<file path="src/rtl/jtpang_objdma_pkg.sv">
// jtpang_objdma_pkg: shared state encoding and default copy window for the object DMA
package jtpang_objdma_pkg;
   typedef enum logic [2:0] {IDLE, REQ, COPY, FLUSH, REL} state_t;
   localparam logic [15:0] SRC_BASE_DEF = 16'hE000;
   localparam int          LEN_DEF      = 512;
endpackage

</file>
<file path="src/rtl/jtpang_objdma_if.sv">
// jtpang_objdma_if: Z80 bus-steal handshake, main-bus read port and object buffer write port
interface jtpang_objdma_if #(parameter int AW = 9);
   logic          busrq_n;
   logic          busak_n;
   logic [15:0]   dma_addr;
   logic          dma_rd;
   logic [7:0]    dma_din;
   logic [AW-1:0] obj_addr;
   logic [7:0]    obj_dout;
   logic          obj_we;
   modport master(output busrq_n, dma_addr, dma_rd, obj_addr, obj_dout, obj_we, input busak_n, dma_din);
   modport slave(input busrq_n, dma_addr, dma_rd, obj_addr, obj_dout, obj_we, output busak_n, dma_din);
endinterface

</file>
<file path="src/rtl/jtpang_objdma.sv">
// jtpang_objdma: on a start edge, steals the Z80 bus and copies LEN bytes from SRC_BASE
// into the object buffer, reading one byte per cen with a one-cen data pipeline.
module jtpang_objdma
   import jtpang_objdma_pkg::*;
#(
   parameter logic [15:0] SRC_BASE = SRC_BASE_DEF,
   parameter int          LEN      = LEN_DEF
) (
   input  logic            clk,
   input  logic            rst_n,
   input  logic            cen,
   input  logic            dma_start,
   output logic            busy,
   jtpang_objdma_if.master bus
);
   localparam int AW = $clog2(LEN);

   state_t        st_q, st_d;
   logic          start_q, rise;
   logic          pend_q, pend_d;
   logic [AW-1:0] cnt_q, cnt_d, oaddr_q, oaddr_d;
   logic [15:0]   addr_q, addr_d;
   logic          rd_q, rd_d, we_q, we_d;
   logic [7:0]    dout_q, dout_d;

   assign rise         = dma_start & ~start_q;
   assign busy         = st_q != IDLE;
   assign bus.busrq_n  = !(st_q inside {REQ, COPY, FLUSH});
   // gated so a read strobe can never overlap a withdrawn acknowledge
   assign bus.dma_rd   = rd_q & ~bus.busak_n;
   assign bus.dma_addr = addr_q;
   assign bus.obj_addr = oaddr_q;
   assign bus.obj_dout = dout_q;
   assign bus.obj_we   = we_q;

   always_comb begin
      st_d    = st_q;
      pend_d  = pend_q | (rise & (st_q != IDLE));
      cnt_d   = cnt_q;
      addr_d  = addr_q;
      rd_d    = rd_q;
      we_d    = 1'b0;
      oaddr_d = oaddr_q;
      dout_d  = dout_q;
      case (st_q)
         IDLE: if (rise || pend_q) begin
            st_d   = REQ;
            pend_d = 1'b0;
         end
         REQ: if (cen && !bus.busak_n) begin
            st_d  = COPY;
            cnt_d = '0;
         end
         COPY, FLUSH: if (bus.busak_n) begin
            st_d = REL;
            rd_d = 1'b0;
         end else if (cen) begin
            // byte for the previous address arrives now; counter wraps to 0 in FLUSH so cnt-1 is LEN-1
            if (st_q == FLUSH || cnt_q != '0) begin
               we_d    = 1'b1;
               oaddr_d = cnt_q - AW'(1);
               dout_d  = bus.dma_din;
            end
            if (st_q == COPY) begin
               addr_d = SRC_BASE + 16'(cnt_q);
               rd_d   = 1'b1;
               cnt_d  = cnt_q + AW'(1);
               st_d   = cnt_q == AW'(LEN - 1) ? FLUSH : COPY;
            end else begin
               rd_d = 1'b0;
               st_d = REL;
            end
         end
         REL: if (cen && bus.busak_n) st_d = IDLE;
         default: st_d = IDLE;
      endcase
   end

   always_ff @(posedge clk or negedge rst_n)
      if (!rst_n) begin
         st_q    <= IDLE;
         start_q <= 1'b0;
         pend_q  <= 1'b0;
         cnt_q   <= '0;
         addr_q  <= '0;
         rd_q    <= 1'b0;
         we_q    <= 1'b0;
         oaddr_q <= '0;
         dout_q  <= '0;
      end else begin
         st_q    <= st_d;
         start_q <= dma_start;
         pend_q  <= pend_d;
         cnt_q   <= cnt_d;
         addr_q  <= addr_d;
         rd_q    <= rd_d;
         we_q    <= we_d;
         oaddr_q <= oaddr_d;
         dout_q  <= dout_d;
      end
endmodule

</file>
<file path="src/flat_wrapper.sv">
// flat-port wrapper written by rule: the top's interface ports become plain ports
module jtpang_objdma_flat import jtpang_objdma_pkg::*;
#(
   parameter logic [15:0] SRC_BASE = SRC_BASE_DEF,
   parameter int          LEN      = LEN_DEF
)
  (clk, rst_n, cen, dma_start, busy, bus_busrq_n, bus_dma_addr, bus_dma_rd, bus_obj_addr, bus_obj_dout, bus_obj_we, bus_busak_n, bus_dma_din);
  jtpang_objdma_if #(.AW((9))) bus_i ();
  input  logic clk;
  input  logic rst_n;
  input  logic cen;
  input  logic dma_start;
  output logic busy;
  output wire logic [$bits(bus_i.busrq_n)-1:0] bus_busrq_n;
  output wire logic [$bits(bus_i.dma_addr)-1:0] bus_dma_addr;
  output wire logic [$bits(bus_i.dma_rd)-1:0] bus_dma_rd;
  output wire logic [$bits(bus_i.obj_addr)-1:0] bus_obj_addr;
  output wire logic [$bits(bus_i.obj_dout)-1:0] bus_obj_dout;
  output wire logic [$bits(bus_i.obj_we)-1:0] bus_obj_we;
  input wire logic [$bits(bus_i.busak_n)-1:0] bus_busak_n;
  input wire logic [$bits(bus_i.dma_din)-1:0] bus_dma_din;
  assign bus_busrq_n = bus_i.busrq_n;
  assign bus_dma_addr = bus_i.dma_addr;
  assign bus_dma_rd = bus_i.dma_rd;
  assign bus_obj_addr = bus_i.obj_addr;
  assign bus_obj_dout = bus_i.obj_dout;
  assign bus_obj_we = bus_i.obj_we;
  assign bus_i.busak_n = bus_busak_n;
  assign bus_i.dma_din = bus_dma_din;
  jtpang_objdma #(.SRC_BASE(SRC_BASE), .LEN(LEN)) u_core (.clk(clk), .rst_n(rst_n), .cen(cen), .dma_start(dma_start), .busy(busy), .bus(bus_i));
endmodule
</file>
<file path="config.mk">
export PLATFORM = sky130hd
export DESIGN_NAME = jtpang_objdma_flat
export DESIGN_NICKNAME = d
export VERILOG_FILES = /design/src/rtl/jtpang_objdma_pkg.sv /design/src/rtl/jtpang_objdma_if.sv /design/src/rtl/jtpang_objdma.sv /design/src/flat_wrapper.sv
export SDC_FILE = /design/constraint.sdc
export NUM_CORES = 1
export LEC_CHECK = 0
export BUFFER_PORTS_ARGS = -buffer_cell sky130_fd_sc_hd__clkbuf_2
export CORE_UTILIZATION = 45
export DETAILED_ROUTE_END_ITERATION = 6
export PLACE_DENSITY = 0.65
export SLEW_MARGIN = 20
export SYNTH_ARGS = -nofsm -noshare
export SYNTH_HDL_FRONTEND = slang
export SYNTH_SLANG_ARGS = --single-unit
export TNS_END_PERCENT = 10
</file>
<file path="constraint.sdc">
create_clock -name clk -period 5.1 [get_ports clk]
set_input_delay 1.02 -clock clk [delete_from_list [all_inputs] [get_ports clk]]
set_output_delay 1.02 -clock clk [all_outputs]
set_load 0.05 [all_outputs]
</file>
==> results.yml, run 1 <==
outcome:
  status: "complete, but fails checks"
  violations: "design-rule violations"
floorplan:
  fp.dieW_um: 70.7
  coreArea_um2: 4440
  dieArea_um2: 5000
  fp-row-count: 24
  start_util: 0.478
  ios: 50
  die_height_um: 70.7
cts:
  cts_tree: "done"
  numCtsBuffers: 5
  postCtsHoldBufs: 0
  post_cts_buffers: 0
  cts-root-buf: "clkbuf_8"
  clkSinkCount: 43
  clk_path_buf_depth: 2
  path_clk_slew_ps: 80
  insertion_delay_ps: 290
  htreeDepth: 2
  cts_resized: 0
place:
  preCtsSetupSlack_ps: 2500
  place.gp.congestion: 0.776
  dpl-instance-area_um2: 2310
  port_buffers: 45
  hpwl_um: 2640
timing:
  max_freq_mhz: 384
  worst_slack_ps: 2500
  final_max_slew_viol_count: 0
  fin_worst_skew_ps: 6.19
  tightest_slew_ps: 989
  rsz0062_at_grt: "false"
  tns_ps: 0
  fin_crit_sh: 0.510
  hold_viol: 0
  setup_viol: 0
  slew_headroom: 0.341
  fin_crit_ps: 2600
synth:
  netlist_instances: 196
  synth-edff-count: 0
  synth_compound_area_frac: 0.106
  ys_seq_area_frac: 0.506
  synthAdderAreaFrac: 0.0236
  synth_xor_area_frac: 0.0330
  ys_types: 46
  synth-main-ff-cell: "dfrtp_1"
  avgSynthCellArea_um2: 10.8
  synth_top_family_by_area: "simple AND/OR/NAND/NOR gates"
  synth.cell_area_um2: 2120
  synthSimpleGateAreaFrac: 0.155
  ys_warn_count: 0
  ys_ff_latch: 43
  async_flop_share: 1.00
  muxShareOfSynthArea: 0.107
route:
  vias: 1499
  met3_wirelength_um: 209
  drc_errors: 8
  wl_met2_um: 1650
  drt-vias-per-instance: 5.24
  drt-met1-wl_um: 1830
  drt_iter0_markers: 71
  drt_wl_total_um: 3750
  highest_layer: "met4"
  ant_nets: 0
  post_drt_wl_per_cell_um: 13.1
  drtPass1Iterations: 6
min_path:
  min_path_type: "reg2reg"
job:
  cap_viol_max_count: 0
global_route:
  grt_pass1_vias: 1407
  antenna_found_initial: 0
  grt_util_all_layers: 0.164
  grt_start_max_net_pins: 44
  grt-ovfl-total: 0
  grt_pass1_wl_um: 6440
worst_setup_path:
  cpMostUsedCell: "clkbuf_2"
  crit_path_max_incr_delay_ps: 290
  end_kind: "output port"
  critPathLaunchType: "input port"
  path_cells: "clkbuf_2 -> nor2b_1 -> clkbuf_2"
  required_ps: 4080
  crit_type: "in2out"
  cp_max_fo: 8
  cp_slowest_cell: "clkbuf_2"
  worstPathArrival_ps: 1580
final_layout:
  regArea_um2: 1080
  design_area_um2: 2400
  layout_common_cells: "44 x clkbuf_2, 43 x dfrtp_1, 22 x nand2_1"
  syn_to_final_growth_pct: 12.8
  layout.nets: 250
  fillers: 399
  multi_input_area_um2: 916
  layout-drive-gt1-share: 0.316
  antenna_cells: 0
  mostFrequentLayoutCell: "clkbuf_2"
power:
  clkPwrFrac: 0.149
  pwr-share-comb: 0.484
  intPower_uw: 712
  p_switching_uw: 663
  swShare: 0.482
  pwr-share-seq: 0.367
  powerDensity_nw_per_um2: 573
  peakVddDrop_mv: 0.355
  leakage_nw: 1.25
cells in the mapped netlist (5+ instances only):
library cell | count | area, um^2
nor2_1 | 8 | 30.0
dfrtp_1 | 43 | 1080
a21oi_1 | 5 | 25.0
nand2_1 | 22 | 82.6
o21ai_0 | 16 | 80.1
inv_1 | 8 | 30.0
buf_4 | 7 | 52.6
mux2_2 | 13 | 146
clkbuf_1 | 5 | 18.8
nor3_1 | 5 | 25.0
xor2_1 | 5 | 43.8
power by group through the flow:
stage	Clock, mW	Sequential [mW]	Combinational (mW)
3_5_place_dp	0	0.512	0.666
6_report	0.205	0.504	0.665
2_1_floorplan	0	0.704	0.347
3_3_place_gp	0	0.511	0.663
4_1_cts	0.216	0.505	0.671
5_1_grt	0.228	0.521	0.711
per-layer routing:
| layer | track usage | vias up |
|---|---|---|
| li1 | - | 744 |
| met1 | 0.220 | 706 |
| met2 | 0.255 | 43 |
| met3 | 0.0427 | 6 |
| met4 | 0.0667 | 0 |
| met5 | 0 | - |
registers in the layout, summed over array words and instances, names as in the netlist:
signal and flops:
u_core.bus.dma_addr 10, u_core.bus.obj_addr 9, u_core.cnt_q 9, u_core.bus.obj_dout 8, u_core.st_q 3, u_core.bus.obj_we 1, u_core.pend_q 1, u_core.rd_q 1
u_core.start_q 1
cells by family (layout without fill, tap and decap cells):
group	after synthesis	count (layout)
adders and majority gates	4	4
buffers and inverters	26	61
and+or+nand+nor	61	61
other	1	4
xor gates and xnor gates	8	8
DFF	43	43
muxes	19	19
AOI/OAI and AO/OA	34	34
area by class of cell:
cell class                 instances  share of cell area
tap                               52              0.0271
inverter                           8              0.0125
timing repair buffer              45              0.0939
clock buffer                       6              0.0303
multi-input combinational        130               0.382
sequential                        43               0.449
clock inverter                     2             0.00522
worst paths after layout:
path                                           endpoint  depth (start not counted)                   start  slack [ps]
min in group asynchronous       u_core.bus.dma_addr[14]                          1                   rst_n         860
worst max register to register   u_core.bus.obj_dout[2]                          5         u_core.cnt_q[0]        2540
max in group asynchronous        u_core.bus.obj_dout[5]                          1                   rst_n        3670
worst min-delay path             u_core.bus.obj_addr[1]                          2  u_core.bus.obj_addr[1]         490
worst min register to register   u_core.bus.obj_addr[1]                          2  u_core.bus.obj_addr[1]         490
worst max-delay path                         bus_dma_rd                          3             bus_busak_n        2500
worst max-delay path, delay by kind of cell:
kind                   cells  cell delay (ps)
buffers and inverters      2              430
and+or+nand+nor            1              140
per-stage QoR:
step | utilization | cells | hold WS (ps) | total power, mW
global placement | 0.520 | 278 | 462 | 1.17
finish | 0.539 | 286 | 485 | 1.37
CTS | 0.539 | 286 | 490 | 1.39
floorplan | - | 199 | 449 | 1.05
detailed placement | 0.520 | 278 | 472 | 1.18
global route | 0.539 | 286 | 525 | 1.46
Power figures use the tool's default switching activity.
==> run 2, diff against run 1 <==
clock period = 2.4 ns   (was 5.1 ns; I/O delays follow)
==> run 2 against run 1 <==
- the flow still finishes with violations (design-rule violations)
- largest power group unchanged
- first-iteration DRC count rose by 7.0%
- critical path depth up 3
- register-to-register slack lost 2200 ps
- setup slack worse by 2200 ps
- highest routed layer unchanged
- clock power grew to 2.8 times the previous value
- global-route usage is 0.44 points higher
- design area up 3.9%
==> results.yml, run 2 (synthesis gave the netlist of run 1 again) <==
timing:
  worst_slack_ps: 307
  rsz0062_at_grt: "false"
  hold_viol: 0
  slew_headroom: 0.583
  fin_crit_ps: 2090
  whs_ps: 252
  tns_ps: 0
  final_max_slew_viol_count: 0
  setup_viol: 0
  tightest_slew_ps: 619
  fin_crit_sh: 0.872
  max_freq_mhz: 478
  fin_worst_skew_ps: 5.51
final_layout:
  largest_register_ff_count: 10
  design_area_um2: 2490
  fillers: 397
  layout-drive-gt1-share: 0.343
  mostFrequentLayoutCell: "clkbuf_2"
  layout.nets: 258
  antenna_cells: 0
  finish.utilization: 0.560
  fin_cells: 294
  syn_to_final_growth_pct: 17.2
  layout_common_cells: "45 x clkbuf_2, 43 x dfrtp_1, 22 x nand2_1"
outcome:
  status: "complete, but fails checks"
  violations: "design-rule violations"
worst_setup_path:
  required_ps: 2580
  end_kind: "flop"
  worstPathArrival_ps: 2270
  r2r_end: "u_core.bus.obj_dout[1]"
  rrSetupSlack_ps: 310
  crit_type: "reg2reg"
  timing.rr.start: "u_core.cnt_q[0]"
  cp_max_fo: 12
  r2r.worst_path.cells: 6
  critPathLaunchType: "flop"
floorplan:
  fp.dieW_um: 70.7
  start_util: 0.478
  ios: 50
  fp-row-count: 24
  coreArea_um2: 4440
  die_height_um: 70.7
  dieArea_um2: 5000
route:
  post_drt_wl_per_cell_um: 13.0
  drc_errors: 8
  vias: 1535
  drt_iter0_markers: 76
  drt_wl_total_um: 3820
  drtPass1Iterations: 7
  drt-vias-per-instance: 5.22
  ant_nets: 0
power:
  peakVddDrop_mv: 0.496
  powerDensity_nw_per_um2: 1240
  power_mw: 3.08
  swShare: 0.460
  clkPwrFrac: 0.188
  p_switching_mw: 1.42
  intPower_mw: 1.66
  pwr-share-comb: 0.463
  pwr-share-seq: 0.350
  leakage_nw: 1.31
place:
  place.gp.congestion: 0.793
  preCtsSetupSlack_ps: 308
  hpwl_um: 2720
  port_buffers: 45
  dpl-instance-area_um2: 2370
  dp_cells: 286
global_route:
  grt_pass1_vias: 1452
  grt_start_max_net_pins: 44
  grt-ovfl-total: 0
  grt_util_all_layers: 0.169
  antenna_found_initial: 0
  grt_pass1_wl_um: 6690
cts:
  clk_path_buf_depth: 2
  post_cts_buffers: 0
  htreeDepth: 2
  path_clk_slew_ps: 80
  cts_resized: 0
  numCtsBuffers: 5
  postCtsHoldBufs: 0
  cts-root-buf: "clkbuf_8"
  clkSinkCount: 43
  cts_tree: "done"
  insertion_delay_ps: 290
job:
  cap_viol_max_count: 0
min_path:
  min_path_type: "in2async"
==> run 2: cell count changes in the layout (fill, tap and decap cells not counted) <==
cell        before  now
buf_2            1    0
buf_4            0    8
clkinvlp_4       1    0
clkbuf_1         1    0
clkbuf_8         5    6
clkbuf_2        44   45
bufinv_16        0    1
==> run 2: critical path, cell delays in order (launching register included) <==
cell,delay [ps]
dfrtp_1,470
inv_1,110
ha_1,130
or4b_4,480
o31ai_4,200
buf_4,240
mux2_2,350
==> run 2: worst max-delay path by stage <==
stage,startpoint,to,slack (ps),cells after the start
finish,u_core.cnt_q[0],u_core.bus.obj_dout[1],310,6
global route,u_core.cnt_q[0],u_core.bus.obj_dout[0],190,6
CTS,u_core.cnt_q[0],u_core.bus.obj_dout[1],290,6
detailed placement,u_core.cnt_q[0],u_core.bus.obj_dout[1],310,6
global placement,u_core.cnt_q[0],u_core.bus.obj_dout[0],360,6
floorplan,u_core.cnt_q[0],u_core.bus.obj_dout[4],390,6
==> run 2: routing by layer <==
layer	vias up	global-route usage	wire length, um
met5	-	0	0
met4	0	0.0533	52
met3	6	0.0442	172
met2	38	0.256	1650
met1	737	0.237	1940
li1	754	-	-
==> run 2: power by group through the flow <==
| stage | Clock (mW) | Combinational [mW] | Sequential (mW) |
|---|---|---|---|
| after floorplan | 0 | 0.737 | 1.50 |
| final | 0.578 | 1.42 | 1.08 |
| after global routing | 0.627 | 1.52 | 1.12 |
| after CTS | 0.596 | 1.43 | 1.08 |
| after detailed placement | 0 | 1.43 | 1.10 |
| after global placement | 0 | 1.43 | 1.09 |
==> run 2: final cells by class <==
cell class                 instances  area (um^2)  area share
clock buffer                       6         82.6      0.0332
clock inverter                     2         35.0      0.0141
inverter                           8         30.0      0.0121
multi-input combinational        130          916       0.368
sequential                        43         1080       0.432
tap                               52         65.1      0.0261
timing repair buffer              53          285       0.115
==> run 3, diff against run 2 <==
RECOVER_POWER = 25   (was not set)
==> run 3 against run 2 <==
- setup slack about the same
- sequential cell count unchanged
- sequential power about the same
- clock skew about the same
- register-to-register slack about the same
- critical path type unchanged
- design area decreased by 0.15%
- sequential share of layout area increased by 0.065 points
- the run still ends with design-rule violations left
- combinational power about the same
- first-iteration DRC count increased by 5.3%
- via count increased by 0.20%
- highest routed layer unchanged
- critical path depth unchanged
- hold slack improved by 54 ps
==> results.yml, run 3 (synthesis gave the netlist of run 1 again) <==
cts:
  numCtsBuffers: 5
  path_clk_slew_ps: 80
  postCtsHoldBufs: 0
  htreeDepth: 2
  clkSinkCount: 43
  cts-root-buf: "clkbuf_8"
  cts_tree: "done"
  clk_path_buf_depth: 2
  post_cts_buffers: 0
  cts_resized: 0
  insertion_delay_ps: 290
floorplan:
  fp.dieW_um: 70.7
  start_util: 0.478
  coreArea_um2: 4440
  fp-row-count: 24
  die_height_um: 70.7
  dieArea_um2: 5000
  ios: 50
final_layout:
  syn_to_final_growth_pct: 17.0
  antenna_cells: 0
  finish.utilization: 0.559
  layout-drive-gt1-share: 0.339
  mostFrequentLayoutCell: "clkbuf_2"
  fillers: 399
  layout.nets: 258
  layout_common_cells: "45 x clkbuf_2, 43 x dfrtp_1, 22 x nand2_1"
  largest_register_ff_count: 10
worst_setup_path:
  critical-path-top-delay-family: "simple AND/OR/NAND/NOR gates"
  critPathLaunchType: "flop"
  crit_type: "reg2reg"
  crit_path_max_incr_delay_ps: 480
  cp_max_fo: 12
  cp_slowest_cell: "or4b_4"
  end_kind: "flop"
  worstPathArrival_ps: 2270
  cp_num_buf_inv: 2
  path_cells: "inv_1 -> ha_1 -> or4b_4 -> o31ai_4 -> buf_4 -> mux2_2"
  required_ps: 2580
route:
  ant_nets: 0
  vias: 1538
  post_drt_wl_per_cell_um: 13.0
  drc_errors: 8
  drtPass1Iterations: 7
  drt_iter0_markers: 80
  drt_wl_total_um: 3820
  drt-vias-per-instance: 5.23
global_route:
  antenna_found_initial: 0
  grt-ovfl-total: 0
  grt_util_all_layers: 0.169
  grt_start_max_net_pins: 44
  grt_pass1_wl_um: 6690
  grt_pass1_vias: 1452
outcome:
  violations: "design-rule violations"
  status: "complete, but fails checks"
timing:
  worst_slack_ps: 307
  fin_worst_skew_ps: 5.65
  hold_viol: 0
  slew_headroom: 0.306
  max_freq_mhz: 478
  rsz0062_at_grt: "false"
  final_max_slew_viol_count: 0
  tns_ps: 0
  setup_viol: 0
  tightest_slew_ps: 1040
  fin_crit_sh: 0.872
  fin_crit_ps: 2090
power:
  leakage_nw: 1.30
  powerDensity_nw_per_um2: 1240
  peakVddDrop_mv: 0.496
min_path:
  min_path_type: "in2reg"
place:
  port_buffers: 45
  place.gp.congestion: 0.793
  preCtsSetupSlack_ps: 308
  hpwl_um: 2720
job:
  cap_viol_max_count: 0
-- run 3: changes by cell type in the layout (fill, tap and decap cells not counted) --
cell	change
clkbuf_1	+1
buf_4	-1
-- run 3: where the power goes --
group | internal [mW] | total (mW) | switching (mW)
Combinational | 0.419 | 1.42 | 1.00
Sequential | 0.905 | 1.08 | 0.172
Clock | 0.337 | 0.578 | 0.241
Total | 1.66 | 3.08 | 1.42
-- run 3: metrics by stage --
step / power [mW] / instance area [um^2] / std cells / hold slack (ps)
2_1_floorplan: 2.23 / 2140 / 199 / 184
3_3_place_gp: 2.52 / 2370 / 286 / 462
3_5_place_dp: 2.52 / 2370 / 286 / 473
4_1_cts: 3.11 / 2490 / 294 / 265
5_1_grt: 3.26 / 2490 / 294 / 314
6_report: 3.08 / 2490 / 294 / 307
-- run 3: worst paths after layout --
| check | to | slack (ps) | cells after the start | startpoint |
|---|---|---|---|---|
| max in group asynchronous | u_core.cnt_q[2] | 1320 | 2 | rst_n |
| hold / removal | u_core.start_q | 310 | 1 | dma_start |
| min in group asynchronous | u_core.bus.dma_addr[14] | 440 | 2 | rst_n |
| setup / recovery | u_core.bus.obj_dout[1] | 310 | 6 | u_core.cnt_q[0] |
| hold reg to reg | u_core.bus.obj_addr[2] | 480 | 2 | u_core.bus.obj_addr[2] |
| setup reg to reg | u_core.bus.obj_dout[1] | 310 | 6 | u_core.cnt_q[0] |
-- run 3: area by class of cell --
class,instances,area [um^2],share of cell area
Inverter,8,30.0,0.0121
Timing Repair Buffer,53,282,0.113
Multi-Input combinational cell,130,916,0.368
Sequential cell,43,1080,0.433
Tap cell,52,65.1,0.0262
Clock inverter,2,35.0,0.0141
Clock buffer,6,82.6,0.0332
-- run 3: routing by layer --
layer,up-vias,part of all wire,track usage
li1,755,-,-
met1,739,0.51,0.237
met2,38,0.43,0.256
met3,6,0.045,0.0442
met4,0,0.014,0.0533
met5,-,0,0
